File: config.mk
export PLATFORM = sky130hd
export DESIGN_NAME = wb_arbiter2
export DESIGN_NICKNAME = d
export VERILOG_FILES = /design/src/rtl/wb_arbiter2.sv
export SDC_FILE = /design/constraint.sdc
export NUM_CORES = 1
export LEC_CHECK = 0
export CAP_MARGIN = 30
export CELL_PAD_IN_SITES_DETAIL_PLACEMENT = 1
export CELL_PAD_IN_SITES_GLOBAL_PLACEMENT = 1
export CORE_MARGIN = 4
export CORE_UTILIZATION = 14
export DETAILED_ROUTE_END_ITERATION = 12
export PLACE_DENSITY = 0.87
export SETUP_SLACK_MARGIN = 0.3
export SYNTH_ARGS = -nofsm -noshare
export SYNTH_HDL_FRONTEND = slang
export SYNTH_SLANG_ARGS = --single-unit
File: constraint.sdc
create_clock -name wb_clk_i -period 2 [get_ports wb_clk_i]
set_input_delay 0.4 -clock wb_clk_i [delete_from_list [all_inputs] [get_ports wb_clk_i]]
set_output_delay 0.4 -clock wb_clk_i [all_outputs]
set_load 0.02 [all_outputs]
File: src/rtl/wb_arbiter2.sv
// rtl/wb_arbiter2.sv - two-master Wishbone arbiter with burst hold and strobe watchdog
module wb_arbiter2 #(
    parameter int unsigned PRIORITY_MODE  = 0,
    parameter int unsigned TIMEOUT_CYCLES = 1024,
    parameter logic [31:0] TIMEOUT_DATA   = 32'hFFFF_FFFF
) (
    input  logic        wb_clk_i,
    input  logic        wb_rstn_i,
    input  logic [31:0] m0_adr_i,
    input  logic [31:0] m1_adr_i,
    input  logic [31:0] m0_dat_i,
    input  logic [31:0] m1_dat_i,
    output logic [31:0] m0_dat_o,
    output logic [31:0] m1_dat_o,
    input  logic [3:0]  m0_sel_i,
    input  logic [3:0]  m1_sel_i,
    input  logic        m0_we_i,
    input  logic        m1_we_i,
    input  logic        m0_stb_i,
    input  logic        m1_stb_i,
    input  logic        m0_cyc_i,
    input  logic        m1_cyc_i,
    output logic        m0_ack_o,
    output logic        m1_ack_o,
    output logic [31:0] s_adr_o,
    output logic [31:0] s_dat_o,
    input  logic [31:0] s_dat_i,
    output logic [3:0]  s_sel_o,
    output logic        s_we_o,
    output logic        s_stb_o,
    output logic        s_cyc_o,
    input  logic        s_ack_i,
    output logic [1:0]  gnt_o,
    output logic        timeout_o,
    output logic        timeout_sticky_o
);

    localparam int CW = (TIMEOUT_CYCLES > 0) ? $clog2(TIMEOUT_CYCLES + 1) : 1;
    localparam logic [CW-1:0] WD_LIMIT = (TIMEOUT_CYCLES > 0) ? CW'(TIMEOUT_CYCLES - 1) : '0;

    typedef enum logic [1:0] {IDLE, BUSY0, BUSY1} state_t;

    state_t        state, state_nxt;
    logic          last_gnt, last_gnt_nxt;   // 1 = master 1 owned the bus last
    logic [CW-1:0] wd_cnt, wd_cnt_nxt;
    logic          forced_ack, forced_nxt;
    logic          timeout_sticky;
    logic          own_cyc, own_stb;

    assign own_cyc = (state == BUSY1) ? m1_cyc_i : m0_cyc_i;
    assign own_stb = (state == BUSY1) ? m1_stb_i : m0_stb_i;

    always_ff @(posedge wb_clk_i) begin
        if (!wb_rstn_i) begin
            state          <= IDLE;
            last_gnt       <= 1'b1;
            wd_cnt         <= '0;
            forced_ack     <= 1'b0;
            timeout_sticky <= 1'b0;
        end else begin
            state      <= state_nxt;
            last_gnt   <= last_gnt_nxt;
            wd_cnt     <= wd_cnt_nxt;
            forced_ack <= forced_nxt;
            if (forced_nxt) begin
                timeout_sticky <= 1'b1;
            end
        end
    end

    always_comb begin
        state_nxt    = state;
        last_gnt_nxt = last_gnt;
        wd_cnt_nxt   = '0;
        forced_nxt   = 1'b0;
        case (state)
            IDLE: begin
                if (m0_cyc_i && m1_cyc_i) begin
                    state_nxt = (PRIORITY_MODE != 0 || last_gnt) ? BUSY0 : BUSY1;
                end else if (m0_cyc_i) begin
                    state_nxt = BUSY0;
                end else if (m1_cyc_i) begin
                    state_nxt = BUSY1;
                end
            end
            BUSY0, BUSY1: begin
                if (!own_cyc) begin
                    state_nxt    = IDLE;
                    last_gnt_nxt = (state == BUSY1);
                end else if (own_stb && !s_ack_i && !forced_ack && TIMEOUT_CYCLES != 0) begin
                    // A real ack in the limit cycle takes the other branch and wins.
                    if (wd_cnt == WD_LIMIT) begin
                        forced_nxt = 1'b1;
                    end else begin
                        wd_cnt_nxt = wd_cnt + 1'b1;
                    end
                end
            end
            default: state_nxt = IDLE;
        endcase
    end

    always_comb begin
        s_adr_o  = m0_adr_i;
        s_dat_o  = m0_dat_i;
        s_sel_o  = m0_sel_i;
        s_we_o   = 1'b0;
        s_stb_o  = 1'b0;
        s_cyc_o  = 1'b0;
        m0_ack_o = 1'b0;
        m1_ack_o = 1'b0;
        m0_dat_o = s_dat_i;
        m1_dat_o = s_dat_i;
        gnt_o    = 2'b00;
        if (state == BUSY0) begin
            s_we_o   = m0_we_i;
            s_cyc_o  = m0_cyc_i;
            s_stb_o  = m0_stb_i & ~forced_ack;
            // Slave acks during a forced cycle are swallowed by the forced ack.
            m0_ack_o = m0_stb_i & (forced_ack | s_ack_i);
            gnt_o    = 2'b01;
            if (forced_ack) begin
                m0_dat_o = TIMEOUT_DATA;
            end
        end else if (state == BUSY1) begin
            s_adr_o  = m1_adr_i;
            s_dat_o  = m1_dat_i;
            s_sel_o  = m1_sel_i;
            s_we_o   = m1_we_i;
            s_cyc_o  = m1_cyc_i;
            s_stb_o  = m1_stb_i & ~forced_ack;
            m1_ack_o = m1_stb_i & (forced_ack | s_ack_i);
            gnt_o    = 2'b10;
            if (forced_ack) begin
                m1_dat_o = TIMEOUT_DATA;
            end
        end
    end

    assign timeout_o        = forced_ack;
    assign timeout_sticky_o = timeout_sticky;

endmodule

Word level (Yosys, flattened, before mapping)
Index checks and enable logic that the tools add are counted.
Cells by class
  $add $sub $neg: 1
  reduce and logical (&&, ||, !) cells: 10
  muxes and demuxes: 33
  equal/unequal tests: 5
  bitwise operators: 10
Operators by type and width (count)
  $mux 32: 8
  $mux 1: 15
  $mux 2: 7
  $add 11x1->11 const B: 1
  $eq 11x10->1 const B: 1
  $mux 4: 2
  $not 1->1: 5
  $reduce_or 5->1: 1
  $and 1x1->1: 4
  $ne 4x4->1 const B: 1
  $pmux 2 s2: 1
  $reduce_and 2->1: 2
  $logic_and 1x1->1: 3
  $eq 2x1->1 const B: 1
  $eq 2x2->1 const B: 1
  $logic_not 1->1: 2
  $logic_not 2->1: 1
  $ne 2x2->1 const B: 1
  $reduce_or 2->1: 1
  $or 1x1->1: 1
Storage, ports and cells
  input bits: 177
  register bits after elaboration: 16

Logic depth before layout (Yosys ltp)
Gate-level depths: netlist of the first run.
  word-level depth: 7
  gate-level depth with buffers: 7
  gate-level depth less buffers: 6

Worst setup path before layout of the first run
Ideal clock, no wire load.
  path type: register to output
  from: register state[0]
  to: output s_stb_o
  setup slack: -174 ps
  arrival: 1774 ps
  buffers on the path: 2
  stages on the path, launching flop included: 8
  cells stage by stage: dfxtp_1 inv_1 ha_1 nor2b_1 clkbuf_1 buf_2 nand2_1 a21oi_1
Between the ends
  longest elaborated chain between the ends: 3
RTL lines
  start, declared: line 43  | state_t state, state_nxt;
  start signal, assigned: line 61  | state <= state_nxt;
  $eq 2x2->1: line 125  | end else if (state == BUSY1) begin
  $mux 1: line 125
  $mux 1 (*): line 115  | if (state == BUSY0) begin
  end, declared: line 30  | output logic s_stb_o,
Every way passes the cells marked *; elsewhere a longest branch is shown, timed or not.

Worst setup path after layout of the first run
  from: register state[0]
  to: output s_adr_o[29]
Between the ends
  longest elaborated chain between the ends: 3
RTL lines
  $eq 2x2->1: line 125
  $mux 32: line 125
  $mux 32 (*): line 115
  end, declared: line 25  | output logic [31:0] s_adr_o,
Marked as above.

==> flow_metrics.env, run 1 <==
export IMPL_crit_fanout=8
export IMPL_io_pins=318
export IMPL_p_leak_nw=3.85
export IMPL_wl_per_cell_um=24.7
export IMPL_synth_area_leader_cell="mux2_2"
export IMPL_crit_required_ns=1.60
export IMPL_yosysWarnings=0
export IMPL_yosys_cell_types_count=27
export IMPL_violations="negative setup slack"
export IMPL_dr_first_iter_drc_count=135
export IMPL_start_kind="flip-flop"
export IMPL_path_class="flip-flop to output port"
export IMPL_cts_tree="done"
export IMPL_dp_cells=753
export IMPL_nNetsFinal=848
export IMPL_hpwl_um=14900
export IMPL_drc=0
export IMPL_ys_seq_area_frac=0.157
export IMPL_synth_nets=421
export IMPL_via_count=3640
export IMPL_grt_pass1_wl_um=28100
export IMPL_cts_buffers=3
export IMPL_peakVddDrop_uv=442
export IMPL_coreArea_um2=14100
export IMPL_p_total_w=0.00388
export IMPL_io_buffer_count=317
export IMPL_grt_use_total=0.228
export IMPL_slew_viol_final=0
export IMPL_finalClockSkew_ns=0.00690
export IMPL_drv_cap=0
export IMPL_synthCells=240
export IMPL_die_h_um=129
export IMPL_hold_class="flip-flop to flip-flop"
export IMPL_synthesis_area_um2=2040
export IMPL_fmax_ghz=0.431
export IMPL_grt_overflow_total=0
export IMPL_grt_antenna_before_repair=0
export IMPL_layout_drive_gt1_share=0.632
export IMPL_clk_path_buf_depth=2
export IMPL_antenna_cells=0
export IMPL_cts_max_level=1
export IMPL_clock_latency_ns=0.26
export IMPL_setup_viol=137
export IMPL_end_kind="output port"
export IMPL_finalWirelength_um=20900
export IMPL_grt_pass1_vias=4027
export IMPL_hold_viol=0
export IMPL_fin_ws_ns=-0.320
export IMPL_p_per_area_nw_per_um2=478
export IMPL_die_area_um2=16600
export IMPL_tightest_slew_ns=0.406
export IMPL_final_instance_count_excl_fill=845
export IMPL_area_growth_pct=298
export IMPL_synth_area_leaders="mux2_2 39%, nand2b_1 21%, dfxtp_1 16%"
export IMPL_ys_ff_latch=16
export IMPL_cts_sinks=16
export IMPL_path_clk_slew_ns=0.05
export IMPL_avgViaCountPerCell=4.31
export IMPL_period_share=1.16
export IMPL_slew_headroom=0.728
export IMPL_place_congestion=0.868
export IMPL_synth_avg_cell_area_um2=8.50
export IMPL_die_w_um=129
export IMPL_initial_core_util=0.145
export IMPL_arrival_ns=1.92
export IMPL_rsz0062_at_grt="yes"
export IMPL_fin_hold_ws_ns=0.472
export IMPL_dr_pass1_iters=4
export IMPL_fp_row_count=43
export IMPL_min_period_ns=2.32
export IMPL_ant_nets=0
export IMPL_cts_root_buf="clkbuf_16"
export IMPL_status="complete, but fails checks"
export IMPL_synth_top_area_frac=0.387
export IMPL_grt_max_degree=9
==> report_power, final <==
| group | total, W | internal [W] | switching (W) |
|---|---|---|---|
| registers | 0.000355 | 0.000337 | 0.0000181 |
| clock network | 0.000397 | 0.000263 | 0.000134 |
| logic | 0.00313 | 0.00190 | 0.00123 |
==> repair_timing <==
action	in CTS	in global routing
hold buffers	0	0
cloned	11	0
resized for setup	875	86
setup buffers	53	25
pin swaps	13	7
endpoints found under the setup margin	154	154
==> critical path, stage by stage (launching register included) <==
cell and delay [ns]:
dfxtp_4 0.37, inv_4 0.04, ha_4 0.15, nor2b_4 0.13, buf_6 0.12, buf_16 0.14
buf_12 0.13, buf_8 0.12, mux2_4 0.32, buf_6 0.14
==> synthesized netlist by cell type, drive strengths merged <==
cell      n
mux2     70
nand2b   67
dfxtp    16
nor2     15
nand2    11
buf       7
clkbuf    7
inv       6
xnor2     6
nand3     5
a21oi     4
ha        4
nand4     4
nor2b     2
nor3      2
o21ai     2
xor2      2
a2111oi   1
a21boi    1
a21o      1
a22o      1
a22oi     1
and2      1
and4      1
and4b     1
nand3b    1
o41ai     1
==> per-layer routing <==
layer  global-route usage  up-vias  share of wire
met5                    0        -              0
met1                0.229     1751           0.33
met3               0.0527       37          0.071
li1                     -     1683              -
met2                0.469      169           0.57
met4               0.0457        0          0.031
==> cell usage in the layout, fill, tap and decap left out, drive strengths merged <==
cell type / count
a21oi: 4
dfxtp: 16
ha: 4
nor3: 2
mux2: 70
nand2: 11
buf: 257
nand4: 4
o41ai: 2
a2111oi: 1
a21o: 1
nand3: 5
clkbuf: 3
and2: 1
a22oi: 1
dlygate4sd2: 2
a21boi: 1
and4: 1
nor2b: 2
nand2b: 67
xnor2: 6
o21ai: 2
xor2: 2
and4b: 1
clkdlybuf4s50: 176
nand3b: 1
a22o: 1
inv: 6
nor2: 15
==> through the flow <==
step	setup slack, ns	cell area [µm²]	util	TNS, ns
4_1_cts	-0.321	7530	0.534	-25.03
3_3_place_gp	-0.385	6250	0.443	-34.14
5_1_grt	-0.356	8110	0.576	-37.90
2_1_floorplan	0.195	2740	-	0
3_5_place_dp	-0.415	6250	0.443	-40.83
6_report	-0.320	8110	0.576	-30.03
==> flip-flops by register name (all words and copies together), names as in the netlist <==
| register | count |
|---|---|
| last_gnt | 1 |
| state | 2 |
| wd_cnt | 11 |
| timeout_sticky_o | 1 |
| timeout_o | 1 |
==> cell families after synthesis <==
group / count (synthesis) / synth area share
and+or+nand+nor: 110 / 0.305
muxes: 70 / 0.387
buffers and inverters: 20 / 0.0411
DFF: 16 / 0.157
AOI/OAI and AO/OA: 12 / 0.0515
xor gates and xnor gates: 8 / 0.0344
adders and majority gates: 4 / 0.0245
==> worst paths after layout <==
kind | start | endpoint | cells after the start | slack, ns
max reg2reg | state[0] | state[0] | 10 | 0
max | state[0] | s_adr_o[29] | 9 | -0.32
min | timeout_sticky_o | timeout_sticky_o | 1 | 0.47
min reg2reg | timeout_sticky_o | timeout_sticky_o | 1 | 0.47
==> layout make-up <==
cell class | count | area (µm²)
Clock buffer | 3 | 75.1
Fill cell | 1435 | 5980
Inverter | 6 | 27.5
Multi-Input combinational cell | 205 | 2550
Sequential cell | 16 | 332
Tap cell | 180 | 225
Timing Repair Buffer | 435 | 4900
(Power assumes the default switching activity.)
==> run 2, diff against run 1 <==
- CAP_MARGIN: 30 -> 0
- CORE_ASPECT_RATIO: default -> 0.6
- CORE_MARGIN: 4 -> 10
==> run 2 against run 1 <==
  * The flow still finishes with violations (negative setup slack)
  * First-iteration DRC count fell by 23%
  * Power fell by 6.5%
  * Critical path depth did not move
  * Clock skew fell by 0.0049 ns
  * Routed wire length fell by 8.3%
  * Fmax rose by 0.92%
  * Largest cell class unchanged
==> flow_metrics.env, run 2 (synthesized netlist as in run 1, its figures left out) <==
export IMPL_p_comb_frac=0.784
export IMPL_dr_first_iter_drc_count=104
export IMPL_slew_headroom=0.708
export IMPL_status="complete, but fails checks"
export IMPL_coreArea_um2=14400
export IMPL_fin_util=0.517
export IMPL_area_growth_pct=264
export IMPL_avgViaCountPerCell=4.12
export IMPL_die_area_um2=20000
export IMPL_crit_required_ns=1.60
export IMPL_largest_reg_flops=11
export IMPL_fp_row_count=34
export IMPL_cts_sinks=16
export IMPL_grt_pass1_wl_um=26000
export IMPL_path_class="flip-flop to output port"
export IMPL_p_seq_frac=0.098
export IMPL_dpl_worst_slack_ns=-0.404
export IMPL_rsz0062_at_grt="yes"
export IMPL_ctsHoldBuffers=0
export IMPL_clock_latency_ns=0.24
export IMPL_arrival_ns=1.90
export IMPL_violations="negative setup slack"
export IMPL_grt_antenna_before_repair=0
export IMPL_slew_viol_final=0
export IMPL_clk_path_buf_depth=2
export IMPL_drc=0
export IMPL_grt_overflow_total=0
export IMPL_path_cells="inv_4 -> ha_4 -> nor2b_4 -> buf_12 -> buf_12 -> buf_16 -> buf_6 -> mux2_4 -> buf_6"
export IMPL_grt_pass1_vias=3794
export IMPL_p_leak_nw=3.50
export IMPL_period_share=1.15
export IMPL_crit_fanout=8
export IMPL_ant_nets=0
export IMPL_cts_buffers=3
export IMPL_fin_ws_ns=-0.299
export IMPL_die_w_um=176
export IMPL_finalWirelength_um=19100
export IMPL_io_pins=318
export IMPL_cts_root_buf="clkbuf_16"
export IMPL_tightest_slew_ns=0.437
export IMPL_peakVddDrop_uv=331
export IMPL_intPower_w=0.00232
export IMPL_max_stage_delay_ns=0.37
export IMPL_p_per_area_nw_per_um2=488
export IMPL_cts_tree="done"
export IMPL_finalClockSkew_ns=0.00203
export IMPL_layout_commonest_cell="clkdlybuf4s50_1"
export IMPL_p_switching_w=0.00130
export IMPL_top_register="wd_cnt"
export IMPL_dr_pass1_iters=4
export IMPL_drv_cap=0
export IMPL_nNetsFinal=798
export IMPL_initial_core_util=0.142
export IMPL_p_sw_frac=0.360
export IMPL_antenna_cells=0
export IMPL_clkPwrFrac=0.118
export IMPL_hold_viol=0
export IMPL_place_congestion=0.864
export IMPL_fmax_ghz=0.435
export IMPL_min_period_ns=2.30
export IMPL_grt_use_total=0.170
export IMPL_slowest_stage="dfxtp_4"
export IMPL_hpwl_um=14800
export IMPL_die_h_um=113
export IMPL_hold_class="flip-flop to flip-flop"
export IMPL_via_count=3354
export IMPL_cts_max_level=1
export IMPL_io_buffer_count=317
export IMPL_setup_viol=135
export IMPL_layout_common_cells="174 x clkdlybuf4s50_1, 130 x buf_6, 69 x mux2_4"
export IMPL_start_kind="flip-flop"
export IMPL_grt_max_degree=19
export IMPL_reg_top3="wd_cnt (11), state (2)"
export IMPL_layout_drive_gt1_share=0.599
export IMPL_path_clk_slew_ns=0.05
export IMPL_wl_per_cell_um=23.5
export IMPL_end_kind="output port"
run 2: cell types whose count changed in the layout (fill, tap and decap cells not counted), sizes merged:
cell           previous run  this run
clkdlybuf4s50           176       174
buf                     257       205
clkbuf                    3         5
clkdlybuf4s15             0         1
dlygate4sd2               2         4
run 2: power by group through the flow:
stage,Combinational [W],Sequential [W],Clock (W)
floorplan,0.00126,0.000355,0
global placement,0.00233,0.000357,0
detailed placement,0.00237,0.000358,0
CTS,0.00264,0.000355,0.000437
global route,0.00295,0.000358,0.000461
finish,0.00284,0.000357,0.000427
run 2: final timing paths:
check / startpoint / end / slack (ns) / cells after the start
worst max-delay path: state[0] / s_adr_o[9] / -0.30 / 9
worst min register to register: timeout_sticky_o / timeout_sticky_o / 0.45 / 1
worst min-delay path: timeout_sticky_o / timeout_sticky_o / 0.45 / 1
worst max register to register: state[0] / timeout_sticky_o / 0.17 / 10
run 2: critical path: cells and delay by family, from the launching register on:
| kind | cells | cell delay, ns |
|---|---|---|
| buffers and inverters | 6 | 0.69 |
| DFF | 1 | 0.37 |
| muxes | 1 | 0.30 |
| adders and majority gates | 1 | 0.15 |
| and+or+nand+nor | 1 | 0.13 |
run 2: layout make-up:
cell class / count / area [µm²]
sequential: 16 / 329
clock buffer: 4 / 88.8
timing repair buffer: 385 / 4170
multi-input combinational: 205 / 2570
tap: 198 / 248
fill: 1559 / 6950
inverter: 6 / 27.5
run 2: timing repair:
item                                    in CTS  in global routing
endpoints found under the setup margin     154                153
setup buffers                               23                 13
pin swaps                                   11                  7
gates cloned                                 9                  0
resized for setup                          729                172
run 2: stage by stage:
| step | std cells | TNS, ns | cell area, µm² | hold slack, ns | total power (W) |
|---|---|---|---|---|---|
| finish | 814 | -25.19 | 7430 | 0.452 | 0.00363 |
| global route | 814 | -32.53 | 7430 | 0.471 | 0.00377 |
| CTS | 801 | -27.61 | 6890 | 0.459 | 0.00343 |
| detailed placement | 765 | -38.15 | 6200 | 0.447 | 0.00273 |
| global placement | 765 | -34.86 | 6200 | 0.440 | 0.00268 |
| floorplan | 240 | 0 | 2740 | 0.430 | 0.00162 |
run 2: per-layer routing:
layer  vias up  routed length [µm]  global-route usage
met2       138               10800               0.338
met5         -                   0                   0
li1       1592                   -                   -
met3        12                1190              0.0386
met4         0                 252              0.0225
met1      1612                6910               0.182
==> run 3, diff against run 2 <==
- GPL_TIMING_DRIVEN: default -> 0
- SLEW_MARGIN: default -> 5
==> run 3 against run 2 <==
  * The flow still finishes with violations (negative setup slack)
  * Die area did not move
  * Worst setup slack improved by 0.079 ns
  * Hold slack improved by 0.011 ns
  * Via count fell by 3.7%
  * Global-route usage fell by 0.54 points
  * Fmax rose by 3.5%
  * Final area fell by 8.2%
  * Count of clock-buffer cells in the layout did not move
  * Critical path depth fell by 2
  * Sequential share of layout area rose by 0.36 points
  * Routed wire length fell by 5.0%
  * Register-to-register slack got worse by 0.08 ns
  * Critical endpoint is now s_adr_o[20]
  * Largest cell class unchanged
==> flow_metrics.env, run 3 (synthesized netlist as in run 1, its figures left out) <==
export IMPL_status="complete, but fails checks"
export IMPL_violations="negative setup slack"
export IMPL_path_class="flip-flop to output port"
export IMPL_initial_core_util=0.142
export IMPL_path_clk_slew_ns=0.05
export IMPL_hpwl_um=14900
export IMPL_p_per_area_nw_per_um2=504
export IMPL_cts_tree="done"
export IMPL_grt_overflow_total=0
export IMPL_dp_cells=755
export IMPL_p_seq_frac=0.103
export IMPL_die_area_um2=20000
export IMPL_multi_input_area_um2=2290
export IMPL_ctsHoldBuffers=0
export IMPL_dr_first_iter_drc_count=137
export IMPL_fmax_ghz=0.450
export IMPL_hold_viol=0
export IMPL_min_period_ns=2.22
export IMPL_grt_pass1_vias=3714
export IMPL_clkPwrFrac=0.123
export IMPL_setup_tns_ns=-16.54
export IMPL_slew_viol_final=0
export IMPL_clk_path_buf_depth=2
export IMPL_grt_use_total=0.164
export IMPL_p_switching_w=0.00124
export IMPL_start_kind="flip-flop"
export IMPL_die_h_um=113
export IMPL_grt_antenna_before_repair=0
export IMPL_finalWirelength_um=18200
export IMPL_coreArea_um2=14400
export IMPL_p_sw_frac=0.361
export IMPL_via_count=3231
export IMPL_crit_required_ns=1.60
export IMPL_avgViaCountPerCell=4.14
export IMPL_cts_root_buf="clkbuf_16"
export IMPL_cts_sinks=16
export IMPL_hold_class="flip-flop to flip-flop"
export IMPL_drv_cap=0
export IMPL_wl_per_cell_um=23.3
export IMPL_clock_latency_ns=0.24
export IMPL_p_leak_nw=3.11
export IMPL_cts_buffers=3
export IMPL_dr_pass1_iters=4
export IMPL_fin_ws_ns=-0.220
export IMPL_intPower_w=0.00220
export IMPL_fp_row_count=34
export IMPL_largest_reg_flops=11
export IMPL_setup_viol=103
export IMPL_cts_max_level=1
export IMPL_final_instance_count_excl_fill=781
export IMPL_top_register="wd_cnt"
export IMPL_grt_max_degree=11
export IMPL_drc=0
export IMPL_arrival_ns=1.82
export IMPL_crit_fanout=10
export IMPL_slew_headroom=0.696
export IMPL_nFillCells=1577
export IMPL_grt_pass1_wl_um=25300
export IMPL_p_total_w=0.00344
export IMPL_layout_common_cells="175 x clkdlybuf4s50_1, 107 x buf_6, 70 x mux2_4"
export IMPL_peakVddDrop_uv=234
export IMPL_period_share=1.11
export IMPL_nNetsFinal=765
export IMPL_area_growth_pct=235
export IMPL_fin_hold_ws_ns=0.463
export IMPL_die_w_um=176
export IMPL_regArea_um2=327
export IMPL_reg_top3="wd_cnt (11), state (2)"
export IMPL_io_buffer_count=317
export IMPL_finalClockSkew_ns=0.00456
export IMPL_end_kind="output port"
export IMPL_ant_nets=0
export IMPL_layout_commonest_cell="clkdlybuf4s50_1"
export IMPL_antenna_cells=0
export IMPL_place_congestion=0.840
export IMPL_layout_drive_gt1_share=0.521
export IMPL_io_pins=318
export IMPL_tightest_slew_ns=0.455
export IMPL_p_comb_frac=0.774
export IMPL_rsz0062_at_grt="yes"
-- run 3: changes by cell type in the layout (fill, tap and decap cells not counted), moves of 2 or more --
cell / previous run / this run
clkbuf_4: 0 / 2
clkbuf_16: 3 / 17
nand2_2: 0 / 3
buf_2: 19 / 3
nand2b_4: 64 / 32
buf_12: 10 / 8
buf_8: 4 / 0
buf_6: 130 / 107
buf_4: 30 / 38
nand2_4: 4 / 1
buf_16: 12 / 1
nand2b_1: 3 / 35
-- run 3: what timing repair did --
action | 4_1_cts | 5_1_grt
hold endpoints to repair | 0 | 0
pin swaps | 5 | 10
resized for setup | 779 | 81
cloned | 6 | 6
setup endpoints to repair | 152 | 153
buffers inserted | 7 | 3
-- run 3: layer usage --
metal	global-route usage	wire [µm]	vias up
met3	0.0389	1150	4
met2	0.338	10300	138
li1	-	-	1518
met1	0.168	6620	1571
met5	0	0	-
met4	0.0186	91	0
-- run 3: critical path, stage by stage, from the launching register on --
cell	delay, ns
dfxtp_2	0.33
inv_2	0.08
ha_4	0.14
nor2b_4	0.20
clkbuf_16	0.20
buf_12	0.15
mux2_4	0.32
buf_6	0.14
-- run 3: worst paths after layout --
| check | start | to | slack, ns | depth (start not counted) |
|---|---|---|---|---|
| hold / removal | timeout_sticky_o | timeout_sticky_o | 0.46 | 1 |
| setup reg to reg | state[0] | wd_cnt[10] | 0.09 | 10 |
| setup / recovery | state[0] | s_adr_o[20] | -0.22 | 7 |
| hold reg to reg | timeout_sticky_o | timeout_sticky_o | 0.46 | 1 |
-- run 3: area by class of cell --
class	count	area share
buffer	14	0.0462
tap	198	0.0363
sequential	16	0.0479
clock buffer	4	0.0130
inverter	6	0.00367
timing repair buffer	338	0.517
multi-input combinational	205	0.336
-- run 3: power groups by stage --
stage | clock [W] | sequential (W) | combinational, W
global placement | 0 | 0.000356 | 0.00231
detailed placement | 0 | 0.000358 | 0.00236
CTS | 0.000439 | 0.000351 | 0.00257
global route | 0.000455 | 0.000355 | 0.00277
finish | 0.000424 | 0.000354 | 0.00266
floorplan | 0 | 0.000355 | 0.00126
-- run 3: metrics by stage --
step / utilization / worst slack [ns] / area (µm²)
3_3_place_gp: 0.428 / -0.415 / 6160
4_1_cts: 0.461 / -0.257 / 6630
2_1_floorplan: - / 0.195 / 2740
3_5_place_dp: 0.428 / -0.445 / 6160
5_1_grt: 0.475 / -0.282 / 6820
6_report: 0.475 / -0.220 / 6820
